### src/rtl/seg7_pkg.sv
// Shared constants for the seven-segment display drivers: active-low digit
// patterns, the blank code and the bit positions inside the 8-bit segment bus.
package seg7_pkg;

  // Segment bus layout {p,a,b,c,d,e,f,g}.
  localparam int P_BIT = 7;
  localparam int A_BIT = 6;
  localparam int B_BIT = 5;
  localparam int C_BIT = 4;
  localparam int D_BIT = 3;
  localparam int E_BIT = 2;
  localparam int F_BIT = 1;
  localparam int G_BIT = 0;

  localparam logic [7:0] SEG_BLANK = 8'hFF;

  // {a..g} patterns for nibble values 0..F; a 0 lights the segment.
  localparam logic [6:0] SEG7_TABLE [16] = '{
    7'b0000001, 7'b1001111, 7'b0010010, 7'b0000110,
    7'b1001100, 7'b0100100, 7'b0100000, 7'b0001111,
    7'b0000000, 7'b0000100, 7'b0001000, 7'b1100000,
    7'b0110001, 7'b1000010, 7'b0110000, 7'b0111000
  };

endpackage

### src/rtl/hex_to_seg7.sv
// Combinational hex nibble to active-low {a..g} decoder.
module hex_to_seg7
  import seg7_pkg::*;
(
  input  logic [3:0] nib_i,
  output logic [6:0] seg_o
);

  assign seg_o = SEG7_TABLE[nib_i];

endmodule

### src/rtl/seg7_scan_driver.sv
// Time-multiplexed multi-digit hex driver for a common-anode seven-segment bank.
// One digit is driven at a time; each is held SCAN_DIV cycles, and the first
// cycle of every window after the first has all anodes off to stop ghosting.
// Optional build macro SEG7_LEADING_ZERO_BLANK_EN: blank leading zero digits
// (never digit 0, and never a digit at or below a lit decimal point).
module seg7_scan_driver
  import seg7_pkg::*;
#(
  parameter int DIGITS   = 4,
  parameter int SCAN_DIV = 100000
) (
  input  logic                  clk,
  input  logic                  rst,
  input  logic                  en,
  input  logic [4*DIGITS-1:0]   hex,
  input  logic [DIGITS-1:0]     point,
  input  logic [DIGITS-1:0]     le,
  output logic [DIGITS-1:0]     AN,
  output logic [7:0]            SEGMENT
);

  localparam int SEL_W = (DIGITS > 1) ? $clog2(DIGITS) : 1;
  localparam int DIV_W = $clog2(SCAN_DIV);
  localparam logic [DIV_W-1:0] DIV_LAST = DIV_W'(SCAN_DIV - 1);
  localparam logic [SEL_W-1:0] SEL_LAST = SEL_W'(DIGITS - 1);
  localparam logic             GUARD_EN = (DIGITS > 1);

  logic [DIV_W-1:0]  div_cnt_q, div_cnt_d;
  logic [SEL_W-1:0]  sel_q, sel_d;
  logic              guard_q, guard_d;
  logic [DIGITS-1:0] an_q, an_d;
  logic [7:0]        seg_q, seg_d;

  logic [3:0]        cur_nib;
  logic              cur_point;
  logic              cur_blank;
  logic [6:0]        cur_dec;
  logic [DIGITS-1:0] lz_supp;

`ifdef SEG7_LEADING_ZERO_BLANK_EN
  // Suppress digit i when it and every higher digit are zero with no point lit.
  always_comb begin
    logic run;
    run     = 1'b1;
    lz_supp = '0;
    for (int i = DIGITS - 1; i >= 1; i--) begin
      run        = run & (hex[4*i +: 4] == 4'h0) & ~point[i];
      lz_supp[i] = run;
    end
  end
`else
  assign lz_supp = '0;
`endif

  // Select the nibble, point and blank flag of the digit currently scanned.
  always_comb begin
    cur_nib   = 4'h0;
    cur_point = 1'b0;
    cur_blank = 1'b0;
    for (int i = 0; i < DIGITS; i++) begin
      if (sel_q == SEL_W'(i)) begin
        cur_nib   = hex[4*i +: 4];
        cur_point = point[i];
        cur_blank = le[i] | lz_supp[i];
      end
    end
  end

  hex_to_seg7 u_dec (
    .nib_i (cur_nib),
    .seg_o (cur_dec)
  );

  // Prescaler, digit advance, guard flag and next pin values.
  always_comb begin
    div_cnt_d = div_cnt_q;
    sel_d     = sel_q;
    guard_d   = guard_q;
    an_d      = '1;
    seg_d     = SEG_BLANK;
    if (en) begin
      if (!cur_blank) begin
        seg_d[P_BIT]       = ~cur_point;
        seg_d[A_BIT:G_BIT] = cur_dec;
      end
      if (!guard_q) begin
        for (int i = 0; i < DIGITS; i++) begin
          an_d[i] = (sel_q != SEL_W'(i));
        end
      end
      guard_d = 1'b0;
      if (div_cnt_q == DIV_LAST) begin
        div_cnt_d = '0;
        sel_d     = (sel_q == SEL_LAST) ? '0 : sel_q + 1'b1;
        guard_d   = GUARD_EN;
      end else begin
        div_cnt_d = div_cnt_q + 1'b1;
      end
    end
  end

  // State and output registers; reset wins over everything.
  always_ff @(posedge clk) begin
    if (rst) begin
      div_cnt_q <= '0;
      sel_q     <= '0;
      guard_q   <= 1'b0;
      an_q      <= '1;
      seg_q     <= SEG_BLANK;
    end else begin
      div_cnt_q <= div_cnt_d;
      sel_q     <= sel_d;
      guard_q   <= guard_d;
      an_q      <= an_d;
      seg_q     <= seg_d;
    end
  end

  assign AN      = an_q;
  assign SEGMENT = seg_q;

endmodule

### config.mk
export PLATFORM = sky130hd
export DESIGN_NAME = seg7_scan_driver
export DESIGN_NICKNAME = d
export VERILOG_FILES = /design/src/rtl/seg7_pkg.sv /design/src/rtl/hex_to_seg7.sv /design/src/rtl/seg7_scan_driver.sv
export SDC_FILE = /design/constraint.sdc
export NUM_CORES = 1
export LEC_CHECK = 0
export CAP_MARGIN = 10
export CELL_PAD_IN_SITES_DETAIL_PLACEMENT = 1
export CELL_PAD_IN_SITES_GLOBAL_PLACEMENT = 1
export CORE_UTILIZATION = 25
export CTS_BUF_LIST = sky130_fd_sc_hd__clkbuf_8 sky130_fd_sc_hd__clkbuf_16
export CTS_CLUSTER_DIAMETER = 40
export DETAILED_ROUTE_END_ITERATION = 7
export MAX_ROUTING_LAYER = met4
export PLACE_DENSITY_LB_ADDON = 0.1
export SYNTH_ARGS = -nofsm -noshare
export SYNTH_HDL_FRONTEND = slang
export SYNTH_SLANG_ARGS = --single-unit
### constraint.sdc
create_clock -name clk -period 2.3 [get_ports clk]
set_input_delay 0.46 -clock clk [delete_from_list [all_inputs] [get_ports clk]]
set_output_delay 0.46 -clock clk [all_outputs]
set_load 0.03 [all_outputs]
==> key figures <==
Route
  • DR DRC count: 0
  • Antenna Nets Post-Route: 0
  • Routed vias: about 1,500
  • Starting DRC count in detailed routing: 46
  • First drt pass iteration count: 4
  • DR WL/cell: 13.1 µm
  • Final WL: around 4500 µm
  • Via density: 4.43

Synth
  • Cell variety after synth: 39
  • Mux cell area share after synthesis: 4.09%
  • Synth async-reset ratio: 0%
  • Syn_nets: 237
  • Main combinational cell family by area after synthesis: simple AND/OR/NAND/NOR gates
  • Simple-gate share of the synthesized area: 28.2%
  • Post-synth EDFFs: 0
  • Ys flop type: dfxtp_1
  • Post-Syn Area per Cell: 8.91 µm²
  • Mapped Cells: 199
  • Post-Synth Adder-Cell Area: 7.76%
  • Sequential fraction of the synthesis area: between 30% and 40%
  • Ys Warns: 0
  • Netlist Area Pre-Place: roughly 0.0018 mm²
  • Synth Area in Compound Gates: 10.5%
  • Yosys reg bits: 32
  • Post-synthesis xor/xnor area fraction: under 10%

Global route
  • Initial antenna violation count: 0
  • GR peak layer: met2
  • Grt met3 use: 3.14%
  • Grt met2 use: 20.4%
  • Vias in the first global route: 1,558
  • Remaining global-route overflow: 0
  • Met1 Use GR: 17.7%
  • Largest net degree at the start of global routing: 13
  • Global-route usage over all layers: 13.5%
  • Global-route wire length before repair: 7530 µm

STA
  • Final hold violations: 0
  • Slew Limit Fails: 0
  • Upper clock frequency limit: 0.467 GHz
  • Fin Setup TNS: 0 ns
  • Period utilization: 93.1%
  • Final Critical Period: 2.14 ns
  • Hold slack: 0.483 ns
  • Slew margin rel.: 78.7%
  • Actual slew at the worst max-slew pin: 0.319 ns
  • Clk_skew: 0.00395 ns
  • Final setup viols: 0

Worst setup path
  • Start of the worst register-to-register path: sel_q[0]$_SDFFE_PP0P_
  • Crit-path cells: inv_1 > ha_1 > a211oi_1 > a221oi_2 > buf_4 > ha_1 > mux2_2 > nand2_1 > o211ai_1
  • Startpoint type of the worst setup path: flop
  • R2r endpoint: SEGMENT[1]$_SDFF_PP1_
  • Critical path's slowest cell: dfxtp_1
  • Critical path's most frequent cell: ha_1
  • CP Capture Type: flop
  • Data required, critical path: 2.46 ns
  • R2r worst-path depth: 9
  • Critical Setup Path Class: reg2reg
  • Critical Path Max Stage Delay: just over 0.4 ns
  • CP startpoint: sel_q[0]$_SDFFE_PP0P_
  • Critical path arrival: 2.30 ns
  • Crit-path max FO: 7
  • Flop2flop setup slack: around 0.16 ns
  • CP endpoint: SEGMENT[1]$_SDFF_PP1_

Hold path
  • Min-delay worst type: reg2reg

Power
  • Sequential Power Share: 50.9%
  • Clk pwr share: 34.8%
  • Int Pwr: 848 µW
  • PwrDens: roughly 460 mW/mm²
  • VDD IR max: 0.232 mV
  • Leakage power: 0.906 nW
  • Combinational share of power: 14.3%
  • Switching part of the total power: 24.2%
  • Sw power: 270 µW

Finish
  • Fill cells: between 800 and 900
  • Layout overhead on the synthesized area: 36.9%
  • Most common cell after layout, fill and taps aside: clkdlybuf4s50_1
  • Fin nets: a little under 300
  • Fin util: 35.5%
  • Reg area: 641 µm²
  • Final instance area: 0.00243 mm²
  • Diodes inserted: 0
  • Non-Filler Instances: 346
  • Most frequent cells in the layout: clkdlybuf4s50_1, dfxtp_1, nand2_1
  • Area of the multi-input gates: approximately 0.0010 mm²
  • Layout cell share with drive strength beyond 1: 16.8%

Floorplan
  • DIE HEIGHT: 86.2 µm
  • Die footprint: about 0.0074 mm²
  • Rows: 30
  • Num ports: 39
  • Core Area: approximately 0.007 mm²
  • Initial Util: 26.0%
  • Die W: 86.2 µm

Placed design
  • IO buf count: 38
  • Placed inst area: 0.00235 mm²
  • Placed Cells: between 300 and 400
  • GP Congestion: roughly 0.73
  • Hpwl dp: around 3500 µm

Clocking
  • Cts bufs inserted: 5
  • Clk_lat worst skew: about 0.28 ns
  • CTS tree: built
  • Clock Path Buffers: 2
  • H-tree levels: 2
  • CTS Sinks: 32
  • Clock root cell: clkbuf_8
  • Cts hold-fix bufs: 0
  • Clock transition at the registers of the reported paths: 0.06 ns

Run status
  • Status: finished, final reports clean

Job
  • Max-cap violations: 0
## repair_timing
item | in CTS | in global routing
endpoints found under the setup margin | 0 | 5
endpoints found under the hold margin | 0 | 0
buffers inserted | 0 | 0
resized for setup | 0 | 3
## cell usage after synthesis (3+ instances only)
cell type	number	area share [%]
and3_1	3	1.1
o211ai_1	3	1.3
buf_2	6	1.7
a21oi_1	8	2.3
ha_1	11	7.8
nand3b_1	5	2.1
nand4_1	6	2.1
o21ai_0	3	0.85
xor2_1	11	5.4
nor3b_1	3	1.3
nor2_2	10	3.5
xnor2_1	5	2.5
mux2i_1	5	2.8
nand3_1	10	2.8
nor2_1	14	3.0
nand2b_1	6	2.1
nor3_1	3	0.85
dfxtp_1	32	36
nand2_1	21	4.4
inv_1	8	1.7
a211oi_1	3	1.3
## logic make-up after synthesis
| family | Yosys count |
|---|---|
| mux | 7 |
| flops | 32 |
| xor+xnor | 16 |
| fa+ha+maj | 11 |
| simple gates | 90 |
| compound gates | 26 |
| buf+inv | 17 |
## flip-flops by register name, summed over array words and instances, names as in the netlist
register and cells:
div_cnt_q 17, guard_q 1, sel_q 2, AN 4, SEGMENT 8
## worst max-delay path, delay by kind of cell (launching register included)
kind | cells | cell delay (ns)
AO/OA/AOI/OAI | 3 | 0.49
adder cells (fa/ha/maj) | 2 | 0.54
buffers and inverters | 2 | 0.26
flip-flops | 1 | 0.41
multiplexers | 1 | 0.27
AND/OR/NAND/NOR | 1 | 0.07
## power groups by stage
stage | Clock, mW | Sequential [mW] | Combinational, mW
2_1_floorplan | 0 | 0.593 | 0.0658
3_3_place_gp | 0 | 0.582 | 0.160
3_5_place_dp | 0 | 0.582 | 0.160
4_1_cts | 0.419 | 0.569 | 0.161
5_1_grt | 0.436 | 0.570 | 0.175
6_report | 0.389 | 0.569 | 0.159
## layer usage
layer  up-vias  routed length [µm]
met4         0                  59
met5         -                   0
met2        43                1830
li1        787                   -
met3         5                 206
met1       699                2450
## worst min-delay path by stage
stage               slack [ns]  cells after the start                      start                         to
floorplan                 0.44                      2       guard_q$_SDFFE_PP0P_       guard_q$_SDFFE_PP0P_
global placement          0.46                      2       guard_q$_SDFFE_PP0P_       guard_q$_SDFFE_PP0P_
detailed placement        0.49                      2       guard_q$_SDFFE_PP0P_       guard_q$_SDFFE_PP0P_
CTS                       0.50                      2       guard_q$_SDFFE_PP0P_       guard_q$_SDFFE_PP0P_
global route              0.53                      2  div_cnt_q[1]$_SDFFE_PP0P_  div_cnt_q[1]$_SDFFE_PP0P_
finish                    0.48                      2       guard_q$_SDFFE_PP0P_       guard_q$_SDFFE_PP0P_
## area by class of cell
type                    instances  share of cell area [%]
repair buffers                 55                    21.4
multi-input cells             150                    43.1
inverters                       8                    1.24
flip-flops and latches         32                    26.4
well taps                      96                    4.95
clock buffers                   5                    2.84
## through the flow
stage               setup WS (ns)  power, mW
finish                      0.160       1.12
global route             -0.00227       1.18
CTS                        0.0867       1.15
detailed placement         0.0458      0.741
global placement           0.0609      0.742
floorplan                   0.107      0.658
Note: power is estimated with default switching activity, not from simulation.
